<file path="src/rtl/line_buffer_ctrl.sv">
// Frame sequencer for the line-buffer window chain: accepts a raster stream,
// drives the shift enable, tracks row/col, flushes with padding and pulses done.
module line_buffer_ctrl #(
  parameter int DEPTH  = 10,
  parameter int ROWS   = 10,
  parameter int KERNEL = 9
) (
  input  logic                                   clk,
  input  logic                                   rst_n,
  input  logic                                   start_i,
  input  logic                                   abort_i,
  input  logic                                   pixel_valid_i,
  output logic                                   pixel_ready_o,
  output logic                                   shift_en_o,
  output logic                                   pad_o,
  output logic                                   window_valid_o,
  output logic [$clog2(DEPTH)-1:0]               col_o,
  output logic [$clog2(ROWS+(KERNEL-1)/2)-1:0]   row_o,
  output logic                                   busy_o,
  output logic                                   done_o
);

  localparam int H  = (KERNEL - 1) / 2;
  localparam int CW = $clog2(DEPTH);
  localparam int RW = $clog2(ROWS + H);

  localparam logic [CW-1:0] COL_LAST       = CW'(DEPTH - 1);
  localparam logic [RW-1:0] ROW_FILL_LAST  = RW'(ROWS - 1);
  localparam logic [RW-1:0] ROW_FLUSH_LAST = RW'(ROWS + H - 1);
  localparam logic [RW-1:0] ROW_CENTRE     = RW'(H);

  typedef enum logic [1:0] {IDLE, FILL, FLUSH, DONE} state_t;

  state_t        state_q, state_d;
  logic [CW-1:0] col_q, col_d;
  logic [RW-1:0] row_q, row_d;
  logic          done_q, done_d;

  logic col_last;
  logic row_centred;

  assign col_last    = (col_q == COL_LAST);
  assign row_centred = (row_q >= ROW_CENTRE);

  // Strobes decoded from registered state; pixel_valid_i only passes one AND.
  assign pixel_ready_o  = (state_q == FILL);
  assign pad_o          = (state_q == FLUSH);
  assign busy_o         = (state_q != IDLE);
  assign shift_en_o     = (pixel_ready_o & pixel_valid_i) | pad_o;
  assign window_valid_o = shift_en_o & row_centred;
  assign col_o          = col_q;
  assign row_o          = row_q;
  assign done_o         = done_q;

  always_comb begin
    state_d = state_q;
    col_d   = col_q;
    row_d   = row_q;
    done_d  = 1'b0;
    if (abort_i) begin
      state_d = IDLE;
      col_d   = '0;
      row_d   = '0;
    end else begin
      unique case (state_q)
        IDLE: begin
          if (start_i) begin
            state_d = FILL;
            col_d   = '0;
            row_d   = '0;
          end
        end
        FILL: begin
          if (pixel_valid_i) begin
            if (col_last) begin
              col_d = '0;
              row_d = row_q + RW'(1);
              if (row_q == ROW_FILL_LAST) begin
                state_d = FLUSH;
              end
            end else begin
              col_d = col_q + CW'(1);
            end
          end
        end
        FLUSH: begin
          if (col_last) begin
            col_d = '0;
            // Last padded shift: leave counters at 0 so row never overruns.
            if (row_q == ROW_FLUSH_LAST) begin
              state_d = DONE;
              row_d   = '0;
              done_d  = 1'b1;
            end else begin
              row_d = row_q + RW'(1);
            end
          end else begin
            col_d = col_q + CW'(1);
          end
        end
        DONE: begin
          state_d = IDLE;
        end
        default: begin
          state_d = IDLE;
        end
      endcase
    end
  end

  always_ff @(posedge clk or negedge rst_n) begin
    if (!rst_n) begin
      state_q <= IDLE;
      col_q   <= '0;
      row_q   <= '0;
      done_q  <= 1'b0;
    end else begin
      state_q <= state_d;
      col_q   <= col_d;
      row_q   <= row_d;
      done_q  <= done_d;
    end
  end

endmodule

</file>
<file path="config.mk">
export PLATFORM = sky130hd
export DESIGN_NAME = line_buffer_ctrl
export DESIGN_NICKNAME = d
export VERILOG_FILES = /design/src/rtl/line_buffer_ctrl.sv
export SDC_FILE = /design/constraint.sdc
export NUM_CORES = 1
export LEC_CHECK = 0
export CAP_MARGIN = 30
export CORE_MARGIN = 8
export CORE_UTILIZATION = 41
export DETAILED_ROUTE_END_ITERATION = 16
export DONT_BUFFER_PORTS = 1
export GPL_TIMING_DRIVEN = 0
export PLACE_DENSITY_LB_ADDON = 0.1
export SYNTH_ARGS = -nofsm -noshare
export SYNTH_HDL_FRONTEND = slang
export SYNTH_SLANG_ARGS = --single-unit
</file>
<file path="constraint.sdc">
create_clock -name clk -period 2.67 [get_ports clk]
set_input_delay 0.4005 -clock clk [delete_from_list [all_inputs] [get_ports clk]]
set_output_delay 0.4005 -clock clk [all_outputs]
set_load 0.03 [all_outputs]
</file>
==> reports/results.ini, run 1 <==
[status]
status = finished, final reports clean

[timing]
period_needed_ps = 2440
clock_skew_ps = 10.4
timing.fmax_ghz = 0.410
hold_viol = 0
fin_crit_sh = 0.913
slew_viol_final = 0
setup_viol = 0
worstMarginPinSlew_ps = 516
tns_ps = 0
max-slew-margin-rel = 0.655
rsz0062_at_grt = false

[worst_setup_path]
critical_path_buf_inv_count = 1
r2r_end = col_o[3]
path_cells = inv_1, ha_1, a21o_1, a21boi_2
arrival_ps = 2040
reg2reg_slack_ps = 620
critPathCaptureType = output port
start_kind = register
worst-path-stages = 4
r2r_start = state_q[0]
worstPathRequired_ps = 2270
cpPeakStageDelay_ps = 480
path_max_fanout = 7
reg2reg_depth = 6
crit_family = compound AO/OA/AOI/OAI gates
crit_path_top_delay_cell = ha_1
critPathKind = register to output port

[clock_network]
postCtsSetupBuffers = 0
clk_pin_slew_ps = 60
htree_levels = 1
numCtsBuffers = 3
clk_latency_ps = 270
tritoncts = done
numClockSinks = 11
clockBufferDepth = 2
cts_root_buf = clkbuf_4

[synthesis]
synth.largest_area_cell = dfrtp_1
yosysMostFrequentCell = dfrtp_1
async_flop_share = 1.00
syn_nets = 89
netlist_top_cells_area = dfrtp_1 36%, ha_1 12%, nand2b_1 4.1%
ys_warn_count = 0
synth_edf_count = 0
netlist_area_um2 = 759
synth_area_per_cell_um2 = 9.86
synth_top_area_frac = 0.362
ys_seq_elements = 11
seq_area_frac_synth = 0.362
ys_types = 31
synthCells = 77
ys.flop_type = dfrtp_1
synthTopCellsByCount = 11 x dfrtp_1, 8 x inv_1, 7 x ha_1

[power]
powerDensity_mw_per_mm2 = 947
power.leakage_nw = 0.355
power_w = 0.000787
ir_drop_mv = 0.518

[min_path]
hold_end = state_q[0]
worstHoldPathCells = 1
min-delay-start = abort_i
hold_path_class = input pin to register

[grt]
antenna_found_initial = 0
grtUsageTotal = 0.106
grt_max_degree = 12
grt_pass1_vias = 604
overflow = 0
grt_pass1_wl_um = 2850

[detailed_routing]
drt-total-wl_um = 1680
vias = 598
ant_nets = 0
vias_per_cell = 5.59
remaining_drc_errors = 0
first_pass_iters = 4
drtIter0Drc = 12
wl_per_cell_um = 15.7

[placement]
dp_hpwl_um = 1290
port-buffer-count = 0
dp_cells = 102
globalplace.congestion = 0.742
dpl_cell_area_um2 = 791

[final_layout]
drive_above_1_share = 0.110
fill_cells = 182
final_cells = 107
final_area_um2 = 831
n_antenna_cell = 0
final_nets = 95
syn_to_final_growth_pct = 9.39

[floorplan]
num_rows = 15
io_pins = 19
die_height_um = 59.0
design.core.area_mm2 = 0.00173
die_area_mm2 = 0.00349
start_util = 0.440
die_w_um = 59.0

[job]
maxCapViolCount = 0

[cell usage in the layout (no fill, tap or decap), drive strengths merged]
| cell type | n |
|---|---|
| nand4b | 1 |
| or4 | 1 |
| a21o | 1 |
| nor4b | 1 |
| a31o | 1 |
| mux2i | 1 |
| a211oi | 2 |
| a21boi | 1 |
| dfrtp | 11 |
| inv | 8 |
| nor4 | 1 |
| nand2b | 6 |
| nor3 | 4 |
| nand3b | 1 |
| o21ai | 9 |
| and4b | 1 |
| nor2 | 1 |
| nand3 | 5 |
| a41o | 1 |
| clkbuf | 4 |
| o31ai | 1 |
| dlygate4sd3 | 1 |
| a31oi | 1 |
| ha | 7 |
| nand2 | 2 |
| and3b | 1 |
| a21oi | 1 |
| o22ai | 2 |
| nor3b | 2 |
| or3 | 3 |
[metrics by stage]
stage	utilization	hold WS, ps	setup WS [ps]
global route	0.481	186	173
global placement	0.458	105	360
detailed placement	0.458	105	354
CTS	0.479	188	62.8
floorplan	-	105	511
finish	0.481	194	234
[layer usage]
metal	GRT usage	routed length [µm]	vias to the layer above
met5	0	0	-
met4	0.0205	10	0
met3	0.0499	117	2
met2	0.168	766	16
met1	0.127	787	281
li1	-	-	299
[worst max-delay path by stage]
| stage | from | endpoint | slack [ps] |
|---|---|---|---|
| global placement | state_q[1] | window_valid_o | 360 |
| global route | state_q[0] | window_valid_o | 170 |
| detailed placement | state_q[1] | window_valid_o | 350 |
| CTS | state_q[1] | window_valid_o | 60 |
| floorplan | state_q[1] | window_valid_o | 510 |
| finish | state_q[1] | window_valid_o | 230 |
[worst register-to-register path, cell delays in order (launching register included)]
cell     delay (ps)
dfrtp_1         390
inv_1           110
ha_1            490
or3_4           240
a31oi_4         130
or3_4           430
o31ai_4         160
[power by group]
group | leakage [nW] | internal [W] | total [W] | switching [W]
registers | 0.152 | 0.000193 | 0.000254 | 0.0000610
clock network | 0.0150 | 0.0000579 | 0.000115 | 0.0000572
logic | 0.189 | 0.000145 | 0.000418 | 0.000273
total | 0.355 | 0.000396 | 0.000787 | 0.000392
[cell type report]
| type | count | area (µm²) | area share |
|---|---|---|---|
| repair buffers | 1 | 10.0 | 0.0120 |
| inverters | 8 | 30.0 | 0.0361 |
| flip-flops and latches | 11 | 275 | 0.331 |
| well taps | 25 | 31.3 | 0.0377 |
| clock buffers | 4 | 26.3 | 0.0316 |
| multi-input cells | 58 | 458 | 0.551 |
[repair_timing]
| item | in CTS | in global routing |
|---|---|---|
| setup endpoints to repair | 0 | 1 |
| hold buffers | 1 | 0 |
| gates resized for setup | 0 | 1 |
| endpoints found under the hold margin | 11 | 0 |
[kinds of logic after synthesis]
| logic type | Yosys count | share of synthesized area |
|---|---|---|
| DFF | 11 | 0.362 |
| buffers and inverters | 8 | 0.0395 |
| AOI/OAI and AO/OA | 20 | 0.203 |
| adders and majority gates | 7 | 0.115 |
| and+or+nand+nor | 30 | 0.267 |
| muxes | 1 | 0.0132 |
[flip-flops by register name, summed over array words and instances, names as in the netlist]
signal / count
col_o: 4
row_o: 4
state_q: 2
done_o: 1
No activity file was read; power rests on OpenSTA's default activity.
==> run 2, diff against run 1 <==
--- a/config.mk
+++ b/config.mk
@@ -8,10 +8,10 @@
 export CAP_MARGIN = 30
 export CORE_MARGIN = 8
 export CORE_UTILIZATION = 41
+export CTS_BUF_LIST = sky130_fd_sc_hd__clkbuf_2
 export DETAILED_ROUTE_END_ITERATION = 16
 export DONT_BUFFER_PORTS = 1
 export GPL_TIMING_DRIVEN = 0
-export PLACE_DENSITY_LB_ADDON = 0.1
 export SYNTH_ARGS = -nofsm -noshare
 export SYNTH_HDL_FRONTEND = slang
 export SYNTH_SLANG_ARGS = --single-unit
==> reports/results.ini, run 2 (synthesis gave the netlist of run 1 again) <==
[timing]
timing.fmax_ghz = 0.414  ; +0.82%
worstMarginPinSlew_ps = 531  ; +14.9 ps
tns_ps = 0  ; unchanged
slew_viol_final = 0  ; unchanged
setup_viol = 0  ; unchanged
whs_ps = 179  ; -15.2 ps
max-slew-margin-rel = 0.645  ; -0.0100
hold_viol = 0  ; unchanged
clock_skew_ps = 12.3  ; +1.86 ps
period_needed_ps = 2420  ; -19.7 ps
fin_crit_sh = 0.905  ; -0.00739
rsz0062_at_grt = false

[clock_network]
htree_levels = 1  ; unchanged
cts_root_buf = clkbuf_2
tritoncts = done
postCtsSetupBuffers = 0  ; unchanged
numCtsBuffers = 3  ; unchanged
clk_latency_ps = 260  ; about the same
clockBufferDepth = 2  ; unchanged
numClockSinks = 11  ; unchanged
clk_pin_slew_ps = 130  ; +70 ps

[worst_setup_path]
start_kind = register
path_max_fanout = 7  ; unchanged
arrival_ps = 2020  ; -20 ps
worstPathRequired_ps = 2270  ; about the same
critPathCaptureType = output port
critPathKind = register to output port

[detailed_routing]
vias = 597  ; -0.17%
first_pass_iters = 4  ; unchanged
drtIter0Drc = 19  ; +7
wl_per_cell_um = 15.9  ; +1.2%
vias_per_cell = 5.58  ; -0.17%
drt-total-wl_um = 1700  ; +1.2%
ant_nets = 0  ; unchanged
remaining_drc_errors = 0  ; unchanged

[final_layout]
final_nets = 95  ; unchanged
mostFrequentLayoutCells = 11 x dfrtp_1, 8 x inv_1, 7 x ha_1
final_common_cell = dfrtp_1
syn_to_final_growth_pct = 8.57
drive_above_1_share = 0.122  ; +0.0122
n_antenna_cell = 0  ; unchanged

[grt]
grtUsageTotal = 0.109  ; +0.00301
use_met2 = 0.167  ; -0.00156
overflow = 0  ; unchanged
grt_use_met3 = 0.0499  ; unchanged
antenna_found_initial = 0  ; unchanged
grt-busiest-layer = met2
grt_pass1_vias = 613  ; +1.5%
grt_max_degree = 12  ; unchanged
grt_pass1_wl_um = 2930  ; +2.7%
grt_use_met1 = 0.121  ; -0.00532

[job]
maxCapViolCount = 0  ; unchanged

[power]
power.leakage_nw = 0.357  ; +0.46%
ir_drop_mv = 0.486  ; -6.2%
powerDensity_mw_per_mm2 = 931  ; -1.7%

[floorplan]
die_w_um = 59.0  ; unchanged
io_pins = 19  ; unchanged
start_util = 0.440  ; unchanged
die_area_mm2 = 0.00349  ; unchanged
design.core.area_mm2 = 0.00173  ; unchanged
die_height_um = 59.0  ; unchanged
num_rows = 15  ; unchanged

[placement]
port-buffer-count = 0  ; unchanged
dp_hpwl_um = 1270  ; -1.4%
globalplace.congestion = 0.795  ; +7.1%

[min_path]
hold_path_class = input pin to register

[status]
status = finished, final reports clean

## run 2: metal layers
metal / wire length, µm / part of all wire
met4: 12 / 0.0071
met3: 176 / 0.10
met5: 0 / 0
met2: 756 / 0.44
met1: 755 / 0.44
## run 2: where the power goes
part | switching [W] | internal [W] | total (W) | leakage [nW]
clock | 0.0000598 | 0.0000397 | 0.0000995 | 0.0166
combinational | 0.000271 | 0.000144 | 0.000415 | 0.189
sequential | 0.0000606 | 0.000192 | 0.000253 | 0.152
total | 0.000391 | 0.000377 | 0.000768 | 0.357
## run 2: timing repair
item	CTS	global route
resized for setup	0	1
setup endpoints to repair	0	1
endpoints found under the hold margin	11	0
hold buffers	1	0
## run 2: through the flow
step / total power, W / setup WS [ps] / instances / area [µm²] / util
after floorplan: 0.000600 / 511 / 77 / 759 / -
after global placement: 0.000661 / 371 / 102 / 791 / 0.458
after detailed placement: 0.000664 / 357 / 102 / 791 / 0.458
after CTS: 0.000770 / 53.8 / 107 / 821 / 0.475
after global routing: 0.000829 / 137 / 107 / 825 / 0.478
final: 0.000768 / 253 / 107 / 825 / 0.478
## run 2: area by class of cell
class	instances	area [µm²]
Tap cell	25	31.3
Multi-Input combinational cell	58	458
Inverter	8	30.0
Clock buffer	4	20.0
Sequential cell	11	275
Timing Repair Buffer	1	10.0
Fill cell	180	902
## run 2: path summary, 6_finish.rpt
path,slack [ps],startpoint,endpoint,cells past startpoint
setup reg to reg,630,state_q[0],col_o[3],6
min in group asynchronous,530,rst_n,row_o[2],1
max in group asynchronous,1770,rst_n,col_o[2],1
hold reg to reg,590,state_q[1],state_q[1],2
hold / removal,180,abort_i,state_q[0],1
setup / recovery,250,state_q[1],window_valid_o,4
## run 2: critical path, cell delays in order, from the launching register on
cell,delay (ps)
dfrtp_1,420
inv_1,90
ha_1,480
a21o_1,360
a21boi_2,420
==> run 3, diff against run 2 <==
--- a/config.mk
+++ b/config.mk
@@ -6,7 +6,6 @@
 export NUM_CORES = 1
 export LEC_CHECK = 0
 export CAP_MARGIN = 30
-export CORE_MARGIN = 8
 export CORE_UTILIZATION = 41
 export CTS_BUF_LIST = sky130_fd_sc_hd__clkbuf_2
 export DETAILED_ROUTE_END_ITERATION = 16
==> reports/results.ini, run 3 (synthesis gave the netlist of run 1 again) <==
[final_layout]
final_nets = 95  ; unchanged
post-route-util = 0.478  ; unchanged
final_common_cell = dfrtp_1
mostFrequentLayoutCells = 11 x dfrtp_1, 8 x inv_1, 7 x ha_1
n_antenna_cell = 0  ; unchanged
fill_cells = 184  ; +2.2%
syn_to_final_growth_pct = 8.57  ; unchanged
drive_above_1_share = 0.122  ; unchanged

[floorplan]
start_util = 0.440  ; unchanged
die_height_um = 45.0  ; -24%
num_rows = 15  ; unchanged
die_w_um = 45.0  ; -24%
design.core.area_mm2 = 0.00173  ; unchanged
die_area_mm2 = 0.00203  ; -42%
io_pins = 19  ; unchanged

[timing]
setup_viol = 0  ; unchanged
slew_viol_final = 0  ; unchanged
worstMarginPinSlew_ps = 540  ; +8.69 ps
hold_viol = 0  ; unchanged
rsz0062_at_grt = false
timing.fmax_ghz = 0.417  ; +0.73%
max-slew-margin-rel = 0.639  ; -0.00581
period_needed_ps = 2400  ; -17.4 ps
tns_ps = 0  ; unchanged
clock_skew_ps = 12.6  ; +0.284 ps
fin_crit_sh = 0.899  ; -0.00653

[detailed_routing]
drt-total-wl_um = 1510  ; -11%
first_pass_iters = 4  ; unchanged
vias_per_cell = 5.63  ; +0.84%
drtIter0Drc = 12  ; -7
remaining_drc_errors = 0  ; unchanged
wl_per_cell_um = 14.1  ; -11%
vias = 602  ; +0.84%
ant_nets = 0  ; unchanged

[power]
powerDensity_mw_per_mm2 = 923  ; -0.83%
ir_drop_mv = 0.421  ; -13%
power.leakage_nw = 0.357  ; unchanged

[grt]
grt_pass1_vias = 547  ; -11%
antenna_found_initial = 0  ; unchanged
grtUsageTotal = 0.162  ; +0.0530
grt_max_degree = 12  ; unchanged
overflow = 0  ; unchanged
grt_pass1_wl_um = 2330  ; -20%

[clock_network]
numCtsBuffers = 3  ; unchanged
tritoncts = done
cts_root_buf = clkbuf_2
clockBufferDepth = 2  ; unchanged
clk_latency_ps = 250  ; about the same
postCtsSetupBuffers = 0  ; unchanged
clk_pin_slew_ps = 120  ; about the same
htree_levels = 1  ; unchanged
numClockSinks = 11  ; unchanged

[worst_setup_path]
path_max_fanout = 7  ; unchanged
worstPathRequired_ps = 2270  ; about the same
critPathCaptureType = output port
critPathKind = register to output port
arrival_ps = 2000  ; -20 ps
start_kind = register

[placement]
dp_hpwl_um = 1140  ; -11%
port-buffer-count = 0  ; unchanged
globalplace.congestion = 0.768  ; -3.4%

[min_path]
hold_path_class = input pin to register

[status]
status = finished, final reports clean

[job]
maxCapViolCount = 0  ; unchanged

-- run 3: layout make-up --
cell class / instances / area, µm² / area share
multi-input cells: 58 / 458 / 0.555
clock buffers: 4 / 20.0 / 0.0243
repair buffers: 1 / 10.0 / 0.0121
inverters: 8 / 30.0 / 0.0364
well taps: 25 / 31.3 / 0.0379
flip-flops and latches: 11 / 275 / 0.334
-- run 3: repair_timing --
action / CTS / global route
hold endpoints to repair: 11 / 0
resized for setup: 0 / 1
setup endpoints to repair: 0 / 1
hold buffers: 1 / 0
-- run 3: through the flow --
| step | instance area, µm² | hold WS (ps) | total power (W) | setup slack (ps) | std cells |
|---|---|---|---|---|---|
| finish | 825 | 198 | 0.000761 | 271 | 107 |
| global route | 825 | 180 | 0.000811 | 156 | 107 |
| CTS | 821 | 191 | 0.000766 | 80.2 | 107 |
| detailed placement | 791 | 105 | 0.000663 | 379 | 102 |
| global placement | 791 | 105 | 0.000657 | 385 | 102 |
| floorplan | 759 | 105 | 0.000600 | 511 | 77 |
-- run 3: routing by layer --
layer  global-route usage  vias to the layer above  wire [µm]
li1                     -                      298          -
met5                    0                        -          0
met1                0.221                      289        733
met2                0.241                       13        701
met4               0.0727                        0         10
met3               0.0400                        2         66
-- run 3: path summary, 6_finish.rpt --
kind | from | end | slack, ps | depth (start not counted)
worst max-delay path | state_q[1] | window_valid_o | 270 | 4
worst min-delay path | abort_i | state_q[0] | 200 | 1
worst max register to register | state_q[0] | col_o[3] | 640 | 6
worst min register to register | state_q[1] | state_q[1] | 590 | 2
max in group asynchronous | rst_n | col_o[2] | 1750 | 1
min in group asynchronous | rst_n | state_q[0] | 550 | 1
-- run 3: power by group --
group / switching (W) / internal [W]
clock network: 0.0000570 / 0.0000398
logic: 0.000268 / 0.000145
registers: 0.0000597 / 0.000192
total: 0.000384 / 0.000377
-- run 3: worst max-delay path: stages, from the launching register on --
cell and delay (ps):
dfrtp_1 420, inv_1 80, ha_1 470, a21o_1 360, a21boi_2 420
